===== src/rtl/lfsr_rng_sched.sv =====
// lfsr_rng_sched: round-robin scheduler that shares one 4-bit Fibonacci LFSR
// (x^4+x^3+1, period 15) between N_REQ requesters. Each grant hands over the
// current LFSR value with a one-cycle grant/valid strobe. The LFSR then shifts
// STEPS times before the next grant can be issued.
// Optional feature: define LFSR_FREERUN_EN to let the LFSR also shift on every
// idle cycle, so the delivered values depend on request timing.
module lfsr_rng_sched #(
  parameter int         N_REQ = 4,
  parameter int         STEPS = 1,
  parameter logic [3:0] SEED  = 4'b0001
) (
  input  logic             clk,
  input  logic             reset,
  input  logic             seed_load,
  input  logic [3:0]       seed_i,
  input  logic [N_REQ-1:0] req_i,
  output logic [N_REQ-1:0] gnt_o,
  output logic [3:0]       rnd_o,
  output logic             rnd_valid_o,
  output logic             busy_o
);

  localparam int PTR_W = (N_REQ > 1) ? $clog2(N_REQ) : 1;

  typedef enum logic {
    IDLE = 1'b0,
    STEP = 1'b1
  } state_t;

  state_t           state_reg, state_next;
  logic [3:0]       lfsr_reg, lfsr_next;
  logic [3:0]       cnt_reg, cnt_next;
  logic [PTR_W-1:0] ptr_reg, ptr_next;
  logic [N_REQ-1:0] gnt_next;
  logic [3:0]       rnd_next;
  logic             valid_next;
  logic             busy_next;

  logic [N_REQ-1:0] rot_req;
  logic [PTR_W-1:0] win_idx;
  logic [3:0]       lfsr_shift;
  logic [3:0]       seed_sel;
  int               win_off;

  // (base + off) modulo N_REQ; base is always < N_REQ and off < N_REQ.
  function automatic logic [PTR_W-1:0] wrap_add(input logic [PTR_W-1:0] base,
                                                 input int off);
    int sum;
    sum = int'(base) + off;
    if (sum >= N_REQ) sum = sum - N_REQ;
    return sum[PTR_W-1:0];
  endfunction

  // Requests rotated so that bit 0 is the requester the pointer currently favours.
  generate
    for (genvar gi = 0; gi < N_REQ; gi++) begin : g_rot
      assign rot_req[gi] = req_i[wrap_add(ptr_reg, gi)];
    end
  endgenerate

  assign lfsr_shift = {lfsr_reg[2:0], lfsr_reg[3] ^ lfsr_reg[2]};
  // An all-zero seed would lock the LFSR, so it is replaced by SEED.
  assign seed_sel   = (seed_i == 4'b0000) ? SEED : seed_i;

  // Priority encode the rotated requests: lowest set offset wins.
  always_comb begin
    win_off = 0;
    for (int i = N_REQ - 1; i >= 0; i--) begin
      if (rot_req[i]) win_off = i;
    end
    win_idx = wrap_add(ptr_reg, win_off);
  end

  // Next-state, LFSR sequencing and registered-output values.
  always_comb begin
    state_next = state_reg;
    lfsr_next  = lfsr_reg;
    cnt_next   = cnt_reg;
    ptr_next   = ptr_reg;
    gnt_next   = '0;
    rnd_next   = rnd_o;
    valid_next = 1'b0;

    unique case (state_reg)
      IDLE: begin
        if (seed_load) begin
          lfsr_next = seed_sel;
        end else if (|req_i) begin
          gnt_next[win_idx] = 1'b1;
          rnd_next          = lfsr_reg;
          valid_next        = 1'b1;
          lfsr_next         = lfsr_shift;
          ptr_next          = wrap_add(win_idx, 1);
          if (STEPS > 1) begin
            state_next = STEP;
            cnt_next   = 4'(STEPS - 1);
          end
        end else begin
`ifdef LFSR_FREERUN_EN
          lfsr_next = lfsr_shift;
`else
          lfsr_next = lfsr_reg;
`endif
        end
      end
      STEP: begin
        if (seed_load) begin
          lfsr_next  = seed_sel;
          state_next = IDLE;
        end else begin
          lfsr_next = lfsr_shift;
          if (cnt_reg == 4'd1) begin
            state_next = IDLE;
          end else begin
            cnt_next = cnt_reg - 4'd1;
          end
        end
      end
      default: state_next = IDLE;
    endcase

    busy_next = (state_next == STEP);
  end

  // State, LFSR and output registers with asynchronous reset.
  always_ff @(posedge clk or posedge reset) begin
    if (reset) begin
      state_reg   <= IDLE;
      lfsr_reg    <= SEED;
      cnt_reg     <= 4'd0;
      ptr_reg     <= '0;
      gnt_o       <= '0;
      rnd_o       <= 4'd0;
      rnd_valid_o <= 1'b0;
      busy_o      <= 1'b0;
    end else begin
      state_reg   <= state_next;
      lfsr_reg    <= lfsr_next;
      cnt_reg     <= cnt_next;
      ptr_reg     <= ptr_next;
      gnt_o       <= gnt_next;
      rnd_o       <= rnd_next;
      rnd_valid_o <= valid_next;
      busy_o      <= busy_next;
    end
  end

endmodule


===== config.mk =====
export PLATFORM = sky130hd
export DESIGN_NAME = lfsr_rng_sched
export DESIGN_NICKNAME = d
export VERILOG_FILES = /design/src/rtl/lfsr_rng_sched.sv
export SDC_FILE = /design/constraint.sdc
export NUM_CORES = 1
export LEC_CHECK = 0
export BUFFER_PORTS_ARGS = -buffer_cell sky130_fd_sc_hd__buf_2
export CORE_ASPECT_RATIO = 0.6
export CORE_UTILIZATION = 35
export DETAILED_ROUTE_END_ITERATION = 12
export HOLD_SLACK_MARGIN = 0.08
export PLACE_DENSITY = 0.64
export SYNTH_ARGS = -nofsm -noshare
export SYNTH_HDL_FRONTEND = slang
export SYNTH_SLANG_ARGS = --single-unit

===== constraint.sdc =====
create_clock -name clk -period 2.3 [get_ports clk]
set_clock_uncertainty 0.1 [all_clocks]
set_input_delay 0.115 -clock clk [delete_from_list [all_inputs] [get_ports clk]]
set_output_delay 0.115 -clock clk [all_outputs]
set_load 0.02 [all_outputs]

Word level (Yosys, flattened, before mapping) --
Index checks and enable logic that the tools add are counted.
Storage, ports and cells: register bits after elaboration 20, word-level logic and storage cells 76, output and inout port bits 10
Operators by class: reductions and logical operators 5, bitwise logic cells 4, $lt $le $gt $ge 12, mux-type cells 34, equality and inequality tests 2, $add $sub $neg 12
Operators by type and width (count):
- 32-bit two-way mux | 3
- 3-bit by 32-bit adder with 32-bit output | 1
- 32-bit by 4-bit greater-or-equal comparator with 1-bit output (second input constant) | 1
- 4-bit two-way mux | 7
- 2-bit by 3-bit < comparator with 1-bit output (second input constant) | 5
- 2-bit two-way mux | 7
- 3-bit greater-or-equal comparator (second input constant) | 4
- 2-bit by 1-bit subtractor with 2-bit output (second input constant) | 6
- 1-bit two-way mux | 11
- 1-bit binary-select mux with 2-bit select | 4
- 4-bit one-hot mux with 2 select lines | 1
- 2-bit by 1-bit adder with 3-bit output (second input constant) | 2
- 2-bit by 2-bit adder with 3-bit output (second input constant) | 2
- 3-bit AND reduction | 2
- 4-bit by 1-bit == test with 1-bit output (second input constant) | 1
- 4-bit zero test | 1
- 4-bit OR reduction | 1
- 4-bit by 1-bit subtractor with 4-bit output (second input constant) | 1
- 2-bit by 3-bit greater-or-equal comparator with 1-bit output (second input constant) | 1
- 3-bit != test (second input constant) | 1
- 1-bit NOT | 3
- 1-bit demux with 2-bit select | 1
- 2-bit by 1-bit greater-or-equal comparator with 1-bit output (second input constant) | 1
- 1-bit logical AND | 1
- 1-bit bitwise XOR | 1

Longest topological paths before layout --
Gate-level depths: netlist (run 1).
depth in word-level cells 19, depth in mapped cells 11

Worst setup path before layout (run 1) --
OpenSTA, ideal clock, no wires.
path type register to register, from register ptr_reg[1], to register ptr_reg[1], arrival 1969 ps, buffers on the path 1, library setup time 123 ps, cell stages (with the launch flop) 12, path slack 108 ps, clock period less this slack 2192 ps, cells stage by stage dfrtp_1 -> buf_6 -> nand2_1 -> a21oi_1 -> nor2_1 -> a211oi_1 -> a21oi_1 -> ha_1 -> or2_2 -> a221oi_1 -> nor2_1 -> xnor2_1
On the way: word-level cells in the longest chain between the ends 15
Ends and longest elaborated chain:
- start, declared | RTL line 33 | logic [PTR_W-1:0] ptr_reg, ptr_next;
- start signal, assigned | RTL line 140 | ptr_reg <= ptr_next;
- 2-bit by 2-bit adder with 3-bit output | RTL line 49 | sum = int'(base) + off;
- 3-bit greater-or-equal comparator / 2-bit by 1-bit subtractor with 2-bit output (equally long branches) | RTL line 50 | if (sum >= N_REQ) sum = sum - N_REQ;
- 2-bit two-way mux | RTL line 50
- 1-bit binary-select mux with 2-bit select | RTL line 57 | assign rot_req[gi] = req_i[wrap_add(ptr_reg, gi)];
- 1-bit two-way mux (implied by the code) | RTL line 57
- 2-bit two-way mux | RTL line 69 | if (rot_req[i]) win_off = i;
- 32-bit two-way mux (3 in series) | RTL line 69
- 3-bit by 32-bit adder with 32-bit output (*) | RTL line 49
- 32-bit by 4-bit greater-or-equal comparator with 1-bit output / 2-bit by 1-bit subtractor with 2-bit output (equally long branches) | RTL line 50
- 2-bit two-way mux (*) | RTL line 50
- 2-bit by 1-bit adder with 3-bit output (*) | RTL line 49
- 3-bit greater-or-equal comparator / 2-bit by 1-bit subtractor with 2-bit output (equally long branches) | RTL line 50
- 2-bit two-way mux (*) | RTL line 50
Every way passes the cells marked *; elsewhere a longest branch is shown, timed or not. The select of a mux whose other input is x is not followed. A chain may end at the register's enable or synchronous reset.

Worst setup path in the final report (run 1) --
Same ends and word-level chain as after synthesis.

==> impl_results.md, run 1 <==
* CTS Buffer Depth at 2
* Area leader, netlist: dfrtp_1
* Number of enable flip-flop cells after synthesis at 0
* Nets@finish at 142
* # fillers at 290
* Final instance area at 1355 µm²
* Crit path capture type: register
* CTS Buf Count at 3
* Congestion Overflow GR at 0
* CP top delay family: flip-flops
* First-pass GRT wire length at 3325 µm
* Synthesized netlist cell count at 101
* Area post-placement at 1239 µm²
* Met1 usage at 0.1741
* Clock transition at path regs at 0.07 ns
* Lkg Pwr at 0.0006091 µW
* Bufs and invs on worst path at 2
* I/O pins at 21
* Final hold vios at 0
* Hold crit path type: in -> reg
* Worst skew pair latency at 0.26 ns
* Gpl congestion at 0.7513
* Maximum clock rate at 0.4689 GHz
* Detailed Routing Iterations Pass 1 at 4
* Vias in the first global route at 763
* Peak fanout along the critical path at 6
* Postcts setup bufs at 0
* Routed Antenna Nets at 0
* Layout cells sized above 1 at 0.3780
* Met2 usage at 0.2164
* Mapped Nets at 115
* Initial core utilization at 0.3752
* Initial antenna violation count at 0
* Die area at 3374 µm²
* Port bufs at 20
* CP Cell Sequence: buf_4, nor2_1, a21oi_1, a21oi_1, ha_2, buf_4, nor2b_1, o2111a_1, nor2_1, xnor2_1
* Outcome: completed
* Slowest stage cell, crit path: dfrtp_2
* Die width at 74.33 µm
* N_diodes at 0
* Setup Viol. Count Final at 0
* Max-slew violations at 0
* Sequential fraction of the synthesis area at 0.4567
* Unique cell type count in the Yosys netlist at 36
* Non-filler instance count after layout at 169
* WS Path Type: reg -> reg
* Dpl hpwl at 1470 µm
* Core Region at 2928 µm²
* Ranking of synthesized cells by instance count: dfrtp_1 (19), nor2_1 (10), nand2_1 (8)
* Total global-route track usage at 0.1338
* Max-Slew Margin vs Limit at 0.5012
* Worst VDD drop at 0.0003561 V
* Die Ht at 45.40 µm
* Largest net degree at the start of global routing at 21
* Mapped Area at 1099 µm²
* Worst R2R Setup Slack at 0.17 ns
* Placed cells at 162
* Flops & latches, synth at 20
* Sink Count at 20
* Arr. time, crit path at 2.21 ns
* Grt peak-use layer: met2
* Synth area leaders: dfrtp_1 (43%), xnor2_1 (5.6%), mux2_2 (5.1%)
* Crit-path max cell delay at 0.45 ns
* Total power at 1385 µW
* Tcrit/Tclk final at 0.9273
* Worst Max-Slew Pin Slew at 0.7474 ns
* DR vias at 797
* Num rows at 15
* Avg Inst Size Synth at 10.88 µm²
* P per Cell Area at 1022 nW/µm²
* Tmin final at 2.133 ns
* Fraction of registers with async set/reset at 1.000
* CP startpoint kind: register
* Required @ worst endpoint at 2.38 ns
* Routed len/inst at 11.66 µm
* Max_cap viols at 0
* Most frequent cell after synthesis: dfrtp_1
* CTS Root Cell: clkbuf_8
* # DRC at 0
* H-tree depth at 1
* Initial DRC Count at 23
* Setup tns final at 0 ns
* Ys flop type: dfrtp_1
* RSZ-0062 raised after global routing: false
* Top cell type's share of synthesized area at 0.4328
* Area growth from synthesis to layout at 23.35%
* YS warnings at 0
* Avg Vias per Cell at 4.716
* Post-Route WL at 1970 µm
* Routing usage on met3 at 0.05310
* CTS tree: built
[metrics by stage]
step	util	setup slack, ns	hold slack (ns)
3_3_place_gp	0.4231	0.1584	0.1779
2_1_floorplan	-	0.1083	-0.02191
4_1_cts	0.4577	0.04797	0.08887
6_report	0.4628	0.1673	0.09907
3_5_place_dp	0.4231	0.05661	0.1958
5_1_grt	0.4628	0.009095	0.1075
[kinds of logic (layout without fill, tap and decap cells)]
group / after synthesis / in the layout / synth area share
and+or+nand+nor: 36 / 36 / 0.1822
muxes: 10 / 10 / 0.1014
DFF: 20 / 20 / 0.4567
AOI/OAI and AO/OA: 17 / 17 / 0.1207
xor gates and xnor gates: 8 / 8 / 0.06378
adders and majority gates: 3 / 3 / 0.03417
buffers and inverters: 7 / 33 / 0.04100
[worst register-to-register path, delay by kind of cell, from the launching register on]
kind	cells	cell delay [ns]
xor+xnor	1	0.13
simple gates	3	0.32
buf+inv	2	0.33
fa+ha+maj	1	0.29
compound gates	3	0.45
flops	1	0.45
[metal layers]
metal / vias to the layer above / part of all wire
met2: 20 / 0.42
met5: - / 0
li1: 405 / -
met1: 370 / 0.53
met3: 2 / 0.052
met4: 0 / 0.0020
[cells in the final DEF (no fill, tap or decap), types with 4 or more instances in the layout]
cell type / netlist / final
mux2i_1: 4 / 4
a21oi_1: 7 / 7
xnor2_1: 7 / 7
mux2_2: 5 / 5
nand2_1: 8 / 8
nor3_1: 5 / 5
dfrtp_1: 19 / 18
buf_2: 1 / 20
nor2_1: 10 / 10
[power by group]
group          total [µW]  switching, µW  leakage (µW)  internal [µW]
sequential            475           57.7      0.000239            417
combinational         564            297      0.000334            267
clock                 346            114     0.0000357            232
total                1380            469      0.000609            916
[final cells by class]
| type | instances | area, µm² | area share |
|---|---|---|---|
| Multi-Input combinational cell | 74 | 565.5 | 0.4174 |
| Sequential cell | 20 | 503.0 | 0.3712 |
| Timing Repair Buffer | 25 | 145.1 | 0.1071 |
| Tap cell | 42 | 52.55 | 0.03878 |
| Clock buffer | 3 | 41.29 | 0.03047 |
| Clock inverter | 1 | 30.03 | 0.02216 |
| Inverter | 4 | 17.52 | 0.01293 |
[final timing paths]
| check | from | endpoint | depth (start not counted) |
|---|---|---|---|
| max | ptr_reg[1] | ptr_reg[1] | 10 |
| min | seed_i[3] | lfsr_reg[3] | 3 |
| max reg2reg | ptr_reg[1] | ptr_reg[1] | 10 |
| min reg2reg | cnt_reg[3] | cnt_reg[3] | 1 |
| max in group asynchronous | reset | ptr_reg[1] | 3 |
| min in group asynchronous | reset | state_reg | 3 |
[repair_timing]
action	4_1_cts	5_1_grt
endpoints found under the hold margin	21	0
setup endpoints to repair	0	4
hold buffers	3	0
resized for setup	0	4
(Power assumes the default switching activity.)
==> run 2, diff against run 1 <==
CELL_PAD_IN_SITES_DETAIL_PLACEMENT = 1   (was not set)
CELL_PAD_IN_SITES_GLOBAL_PLACEMENT = 1   (was not set)
PLACE_DENSITY = 0.74   (was 0.64)
clock period = 2.49 ns   (was 2.3 ns; I/O delays follow)
==> run 2 against run 1 <==
Against the previous run:
- wire length increased by 18%
- critical path depth increased by 1
- first-iteration DRC count decreased by 4.3%
- clock power decreased by 37%
- register-to-register slack improved by 0.04 ns
- non-clock buffer count decreased by 2
- core utilization decreased by 2.1 points
- total power decreased by 16%
- clock-buffer cell count increased by 1
- flip-flop and latch count unchanged
- setup slack improved by 0.039 ns
- final cell count decreased by 1.2%
==> impl_results.md, run 2 (same netlist as run 1, synthesis figures left out) <==
* Outcome: completed
* Initial antenna violation count at 0 (unchanged)
* DR vias at 812 (+1.9%)
* Worst Max-Slew Pin Slew at 0.7478 ns (+0.0003436 ns)
* Maximum clock rate at 0.4378 GHz (-6.6%)
* Vias in the first global route at 876 (+15%)
* Setup tns final at 0 ns (unchanged)
* Arr. time, crit path at 2.37 ns (+0.16 ns)
* Crit path capture type: register
* CP Cell Sequence: nand2_1, a21oi_1, nor2_1, a211oi_1, a21oi_1, ha_1, buf_4, nor2b_1, o2111a_1, nor2_1, xnor2_1
* CTS Root Cell: clkbuf_8
* Setup Viol. Count Final at 0 (unchanged)
* Area growth from synthesis to layout at 17.88%
* Clock transition at path regs at 0.07 ns (about the same)
* Die Ht at 45.40 µm (unchanged)
* Area of the multi-input gates at 551.8 µm² (-2.4%)
* Die width at 74.33 µm (unchanged)
* Slowest stage cell, crit path: dfrtp_2
* CTS Buffer Depth at 2 (unchanged)
* Gpl congestion at 0.7948 (+5.8%)
* Congestion Overflow GR at 0 (unchanged)
* Core Region at 2928 µm² (unchanged)
* Total global-route track usage at 0.1654 (+0.03158)
* CTS Buf Count at 3 (unchanged)
* Initial core utilization at 0.3752 (unchanged)
* Sink Count at 20 (unchanged)
* N_diodes at 0 (unchanged)
* RSZ-0062 raised after global routing: false
* Grt peak-use layer: met2
* CP startpoint kind: register
* Most common cell after layout, fill and taps aside: buf_2
* Worst VDD drop at 0.0003870 V (+8.7%)
* Max-Slew Margin vs Limit at 0.5009 (about the same)
* CP top delay family: compound AO/OA/AOI/OAI gates
* Required @ worst endpoint at 2.57 ns (+0.19 ns)
* Peak fanout along the critical path at 7 (+1)
* H-tree depth at 1 (unchanged)
* Avg Vias per Cell at 4.862 (+3.1%)
* Lkg Pwr at 0.0005889 µW (-3.3%)
* CTS tree: built
* FF+latch area at 503.0 µm² (unchanged)
* Routed len/inst at 13.90 µm (+19%)
* # fillers at 350 (+21%)
* Largest net degree at the start of global routing at 21 (unchanged)
* Most frequent cells in the layout: buf_2 (20), dfrtp_1 (18), nor2_1 (10)
* Crit-path max cell delay at 0.43 ns (-0.02 ns)
* WS Path Type: reg -> reg
* Tcrit/Tclk final at 0.9173 (-0.009915)
* Met1 usage at 0.2069 (+0.03285)
* Bufs and invs on worst path at 1 (-1)
* Dpl hpwl at 1824 µm (+24%)
* Initial DRC Count at 22 (-4.3%)
* Num rows at 15 (unchanged)
* Met2 usage at 0.2964 (+0.08000)
* Routing usage on met3 at 0.04646 (-0.006637)
* Post-Route WL at 2322 µm (+18%)
* Die area at 3374 µm² (unchanged)
* Port bufs at 20 (unchanged)
* Detailed Routing Iterations Pass 1 at 2 (-2)
* P per Cell Area at 903.3 nW/µm² (-12%)
* Final instance area at 1295 µm² (-4.4%)
* Routed Antenna Nets at 0 (unchanged)
* # DRC at 0 (unchanged)
* I/O pins at 21 (unchanged)
* Layout cells sized above 1 at 0.3520 (-0.02595)
* Tmin final at 2.284 ns (+0.1515 ns)
* Nets@finish at 140 (-1.4%)
* Final hold vios at 0 (unchanged)
* Final setup margin at 0.2058 ns (+0.03851 ns)
* Util after Layout at 0.4423 (-0.02051)
* Max_cap viols at 0 (unchanged)
* Max-slew violations at 0 (unchanged)
* Worst skew pair latency at 0.26 ns (about the same)
* Hold crit path type: in -> reg
* Post-Place Setup Slack at 0.1679 ns (+0.1113 ns)
* First-pass GRT wire length at 4064 µm (+22%)
* Area post-placement at 1239 µm² (unchanged)
run 2: worst paths after layout:
check | depth (start not counted) | from | to | slack (ns)
max | 11 | ptr_reg[1] | ptr_reg[1] | 0.21
min | 3 | seed_i[2] | lfsr_reg[2] | 0.10
max reg2reg | 11 | ptr_reg[1] | ptr_reg[1] | 0.21
min reg2reg | 1 | cnt_reg[3] | cnt_reg[3] | 0.38
max in group asynchronous | 3 | reset | ptr_reg[1] | 1.33
min in group asynchronous | 3 | reset | gnt_o[3] | 0.44
run 2: what timing repair did:
item                                    in CTS  in global routing
hold buffers                                 1                  0
endpoints found under the setup margin       0                  1
gates resized for setup                      0                  1
buffers inserted                             0                  0
hold endpoints to repair                    19                  0
run 2: report_power, final:
group / leakage, µW / internal [µW] / switching (µW)
sequential: 0.000239 / 385 / 51.2
clock: 0.0000228 / 114 / 104
combinational: 0.000327 / 236 / 279
run 2: final cells by class:
class / instances / area share
clock buffer: 4 / 0.03478
inverter: 4 / 0.01353
multi-input combinational: 74 / 0.4261
sequential: 20 / 0.3884
tap: 42 / 0.04058
timing repair buffer: 23 / 0.09662
run 2: layer usage:
layer / part of all wire / wire [µm] / vias up
met3: 0.038 / 88 / 0
met4: 0 / 0 / 0
met2: 0.50 / 1158 / 16
met1: 0.46 / 1076 / 399
met5: 0 / 0 / -
li1: - / - / 397
run 2: metrics by stage:
step,total power (µW),std cells,hold WS [ns]
after floorplan,822.4,101,-0.01241
final,1170,167,0.1028
after detailed placement,958.6,162,0.2056
after global placement,921.6,162,0.1860
after global routing,1260,167,0.1339
after CTS,1182,167,0.1006
run 2: worst reg2reg max path, delay by kind of cell, from the launching register on:
family,cells,cell delay [ns]
adders and majority gates,1,0.30
DFF,1,0.43
buffers and inverters,1,0.16
and+or+nand+nor,4,0.40
xor gates and xnor gates,1,0.14
AOI/OAI and AO/OA,4,0.68
==> run 3, diff against run 2 <==
RECOVER_POWER = 50   (was not set)
REMOVE_ABC_BUFFERS = 1   (was not set)
==> run 3 against run 2 <==
Against the previous run:
- register-to-register slack got worse by 0.02 ns
- first-iteration DRC count increased by 86%
- flip-flop and latch count unchanged
- wire length increased by 5.0%
- highest routed layer unchanged
- clock power increased by 47%
- global-route usage decreased by 0.32 points
- critical path type unchanged
==> impl_results.md, run 3 (same netlist as run 1, synthesis figures left out) <==
* Outcome: completed
* Met1 WL at 1157 µm (+7.5%)
* Lkg Pwr at 0.0005681 µW (-3.5%)
* First-pass GRT wire length at 3946 µm (-2.9%)
* Total global-route track usage at 0.1622 (-0.003164)
* Clock transition at path regs at 0.08 ns (about the same)
* RSZ-0062 raised after global routing: false
* Routed Antenna Nets at 0 (unchanged)
* N_diodes at 0 (unchanged)
* CTS Buf Count at 3 (unchanged)
* Max-slew violations at 0 (unchanged)
* CTS Root Cell: clkbuf_8
* Largest net degree at the start of global routing at 21 (unchanged)
* P per Cell Area at 981.1 nW/µm² (+8.6%)
* CTS Buffer Depth at 2 (unchanged)
* WHS at 0.08728 ns (-0.01557 ns)
* Die Ht at 45.40 µm (unchanged)
* Sink Count at 20 (unchanged)
* Total power at 1275 µW (+9.0%)
* H-tree depth at 1 (unchanged)
* Setup tns final at 0 ns (unchanged)
* Num rows at 15 (unchanged)
* Max-Slew Margin vs Limit at 0.4913 (-0.009649)
* Avg Vias per Cell at 4.892 (+0.62%)
* Crit path capture type: register
* Tcrit/Tclk final at 0.9266 (+0.009259)
* Initial DRC Count at 41 (+86%)
* Arr. time, crit path at 2.35 ns (-0.02 ns)
* Congestion Overflow GR at 0 (unchanged)
* Top routing layer in use: met3
* Tmin final at 2.307 ns (+0.02305 ns)
* Metal3 WL at 82 µm (-6.8%)
* DR vias at 817 (+0.62%)
* WL met2 at 1197 µm (+3.4%)
* Nets@finish at 140 (unchanged)
* I/O pins at 21 (unchanged)
* Port bufs at 20 (unchanged)
* Cts repair resizes at 0 (unchanged)
* Initial antenna violation count at 0 (unchanged)
* Most frequent cells in the layout: dfrtp_1 (19), nor2_1 (10), buf_2 (10), clkbuf_1 (10)
* Final hold vios at 0 (unchanged)
* Die area at 3374 µm² (unchanged)
* Vias in the first global route at 833 (-4.9%)
* Area growth from synthesis to layout at 18.34%
* Routed len/inst at 14.60 µm (+5.0%)
* Postcts setup bufs at 0 (unchanged)
* Max_cap viols at 0 (unchanged)
* Post-Route WL at 2438 µm (+5.0%)
* WS Path Type: reg -> reg
* Dpl hpwl at 1872 µm (+2.6%)
* Core Region at 2928 µm² (unchanged)
* Worst skew pair latency at 0.26 ns (about the same)
* Worst VDD drop at 0.0002629 V (-32%)
* Most common cell after layout, fill and taps aside: dfrtp_1
* Die width at 74.33 µm (unchanged)
* Setup Viol. Count Final at 0 (unchanged)
* Gpl congestion at 0.7140 (-10%)
* # DRC at 0 (unchanged)
* Worst Max-Slew Pin Slew at 0.7622 ns (+0.01446 ns)
* CTS Hold Bufs at 1 (unchanged)
* CP startpoint kind: register
* Layout cells sized above 1 at 0.2560 (-0.09600)
* Peak fanout along the critical path at 5 (-2)
* Maximum clock rate at 0.4334 GHz (-1.0%)
* Initial core utilization at 0.3752 (unchanged)
* Detailed Routing Iterations Pass 1 at 3 (+1)
* CTS tree: built
* Hold crit path type: in -> reg
* Required @ worst endpoint at 2.53 ns (-0.04 ns)
==> run 3: per-layer routing <==
| metal | vias to the layer above | global-route usage |
|---|---|---|
| met4 | 0 | 0.01509 |
| met2 | 12 | 0.2727 |
| met1 | 411 | 0.2144 |
| met3 | 0 | 0.05310 |
| li1 | 394 | - |
| met5 | - | 0 |
==> run 3: worst max-delay path: stages, from the launching register on <==
cell and delay, ns:
dfrtp_1 0.42, nand2_1 0.07, a21oi_1 0.14, nor2_1 0.05, a211oi_1 0.24, a21oi_1 0.07, ha_1 0.27, or2_2 0.32
a221oi_1 0.28, nor2_1 0.10, xnor2_1 0.13
==> run 3: final timing paths <==
kind | from | to | slack [ns] | depth (start not counted)
worst min-delay path | seed_i[1] | lfsr_reg[1] | 0.09 | 3
min in group asynchronous | reset | ptr_reg[0] | 0.45 | 3
worst min register to register | cnt_reg[3] | cnt_reg[3] | 0.40 | 1
max in group asynchronous | reset | cnt_reg[3] | 1.36 | 3
worst max register to register | ptr_reg[1] | ptr_reg[1] | 0.18 | 10
worst max-delay path | ptr_reg[1] | ptr_reg[1] | 0.18 | 10
==> run 3: cell type report <==
class / instances / area (µm²)
Inverter: 4 / 17.52
Sequential cell: 20 / 501.7
Fill cell: 351 / 1628
Multi-Input combinational cell: 74 / 544.3
Clock buffer: 3 / 41.29
Clock inverter: 1 / 30.03
Tap cell: 42 / 52.55
Timing Repair Buffer: 23 / 112.6
==> run 3: through the flow <==
step	util	instance area (µm²)	instances	setup slack, ns
3_5_place_dp	0.4231	1239	162	0.1958
2_1_floorplan	-	1071	98	0.2369
4_1_cts	0.4509	1320	167	0.1863
6_report	0.4440	1300	167	0.1828
5_1_grt	0.4440	1300	167	0.04295
3_3_place_gp	0.4231	1239	162	0.3740
==> run 3: report_power, final <==
group	internal, µW	switching, µW
registers	384	51.0
clock network	214	107
logic	228	292
total	826	450
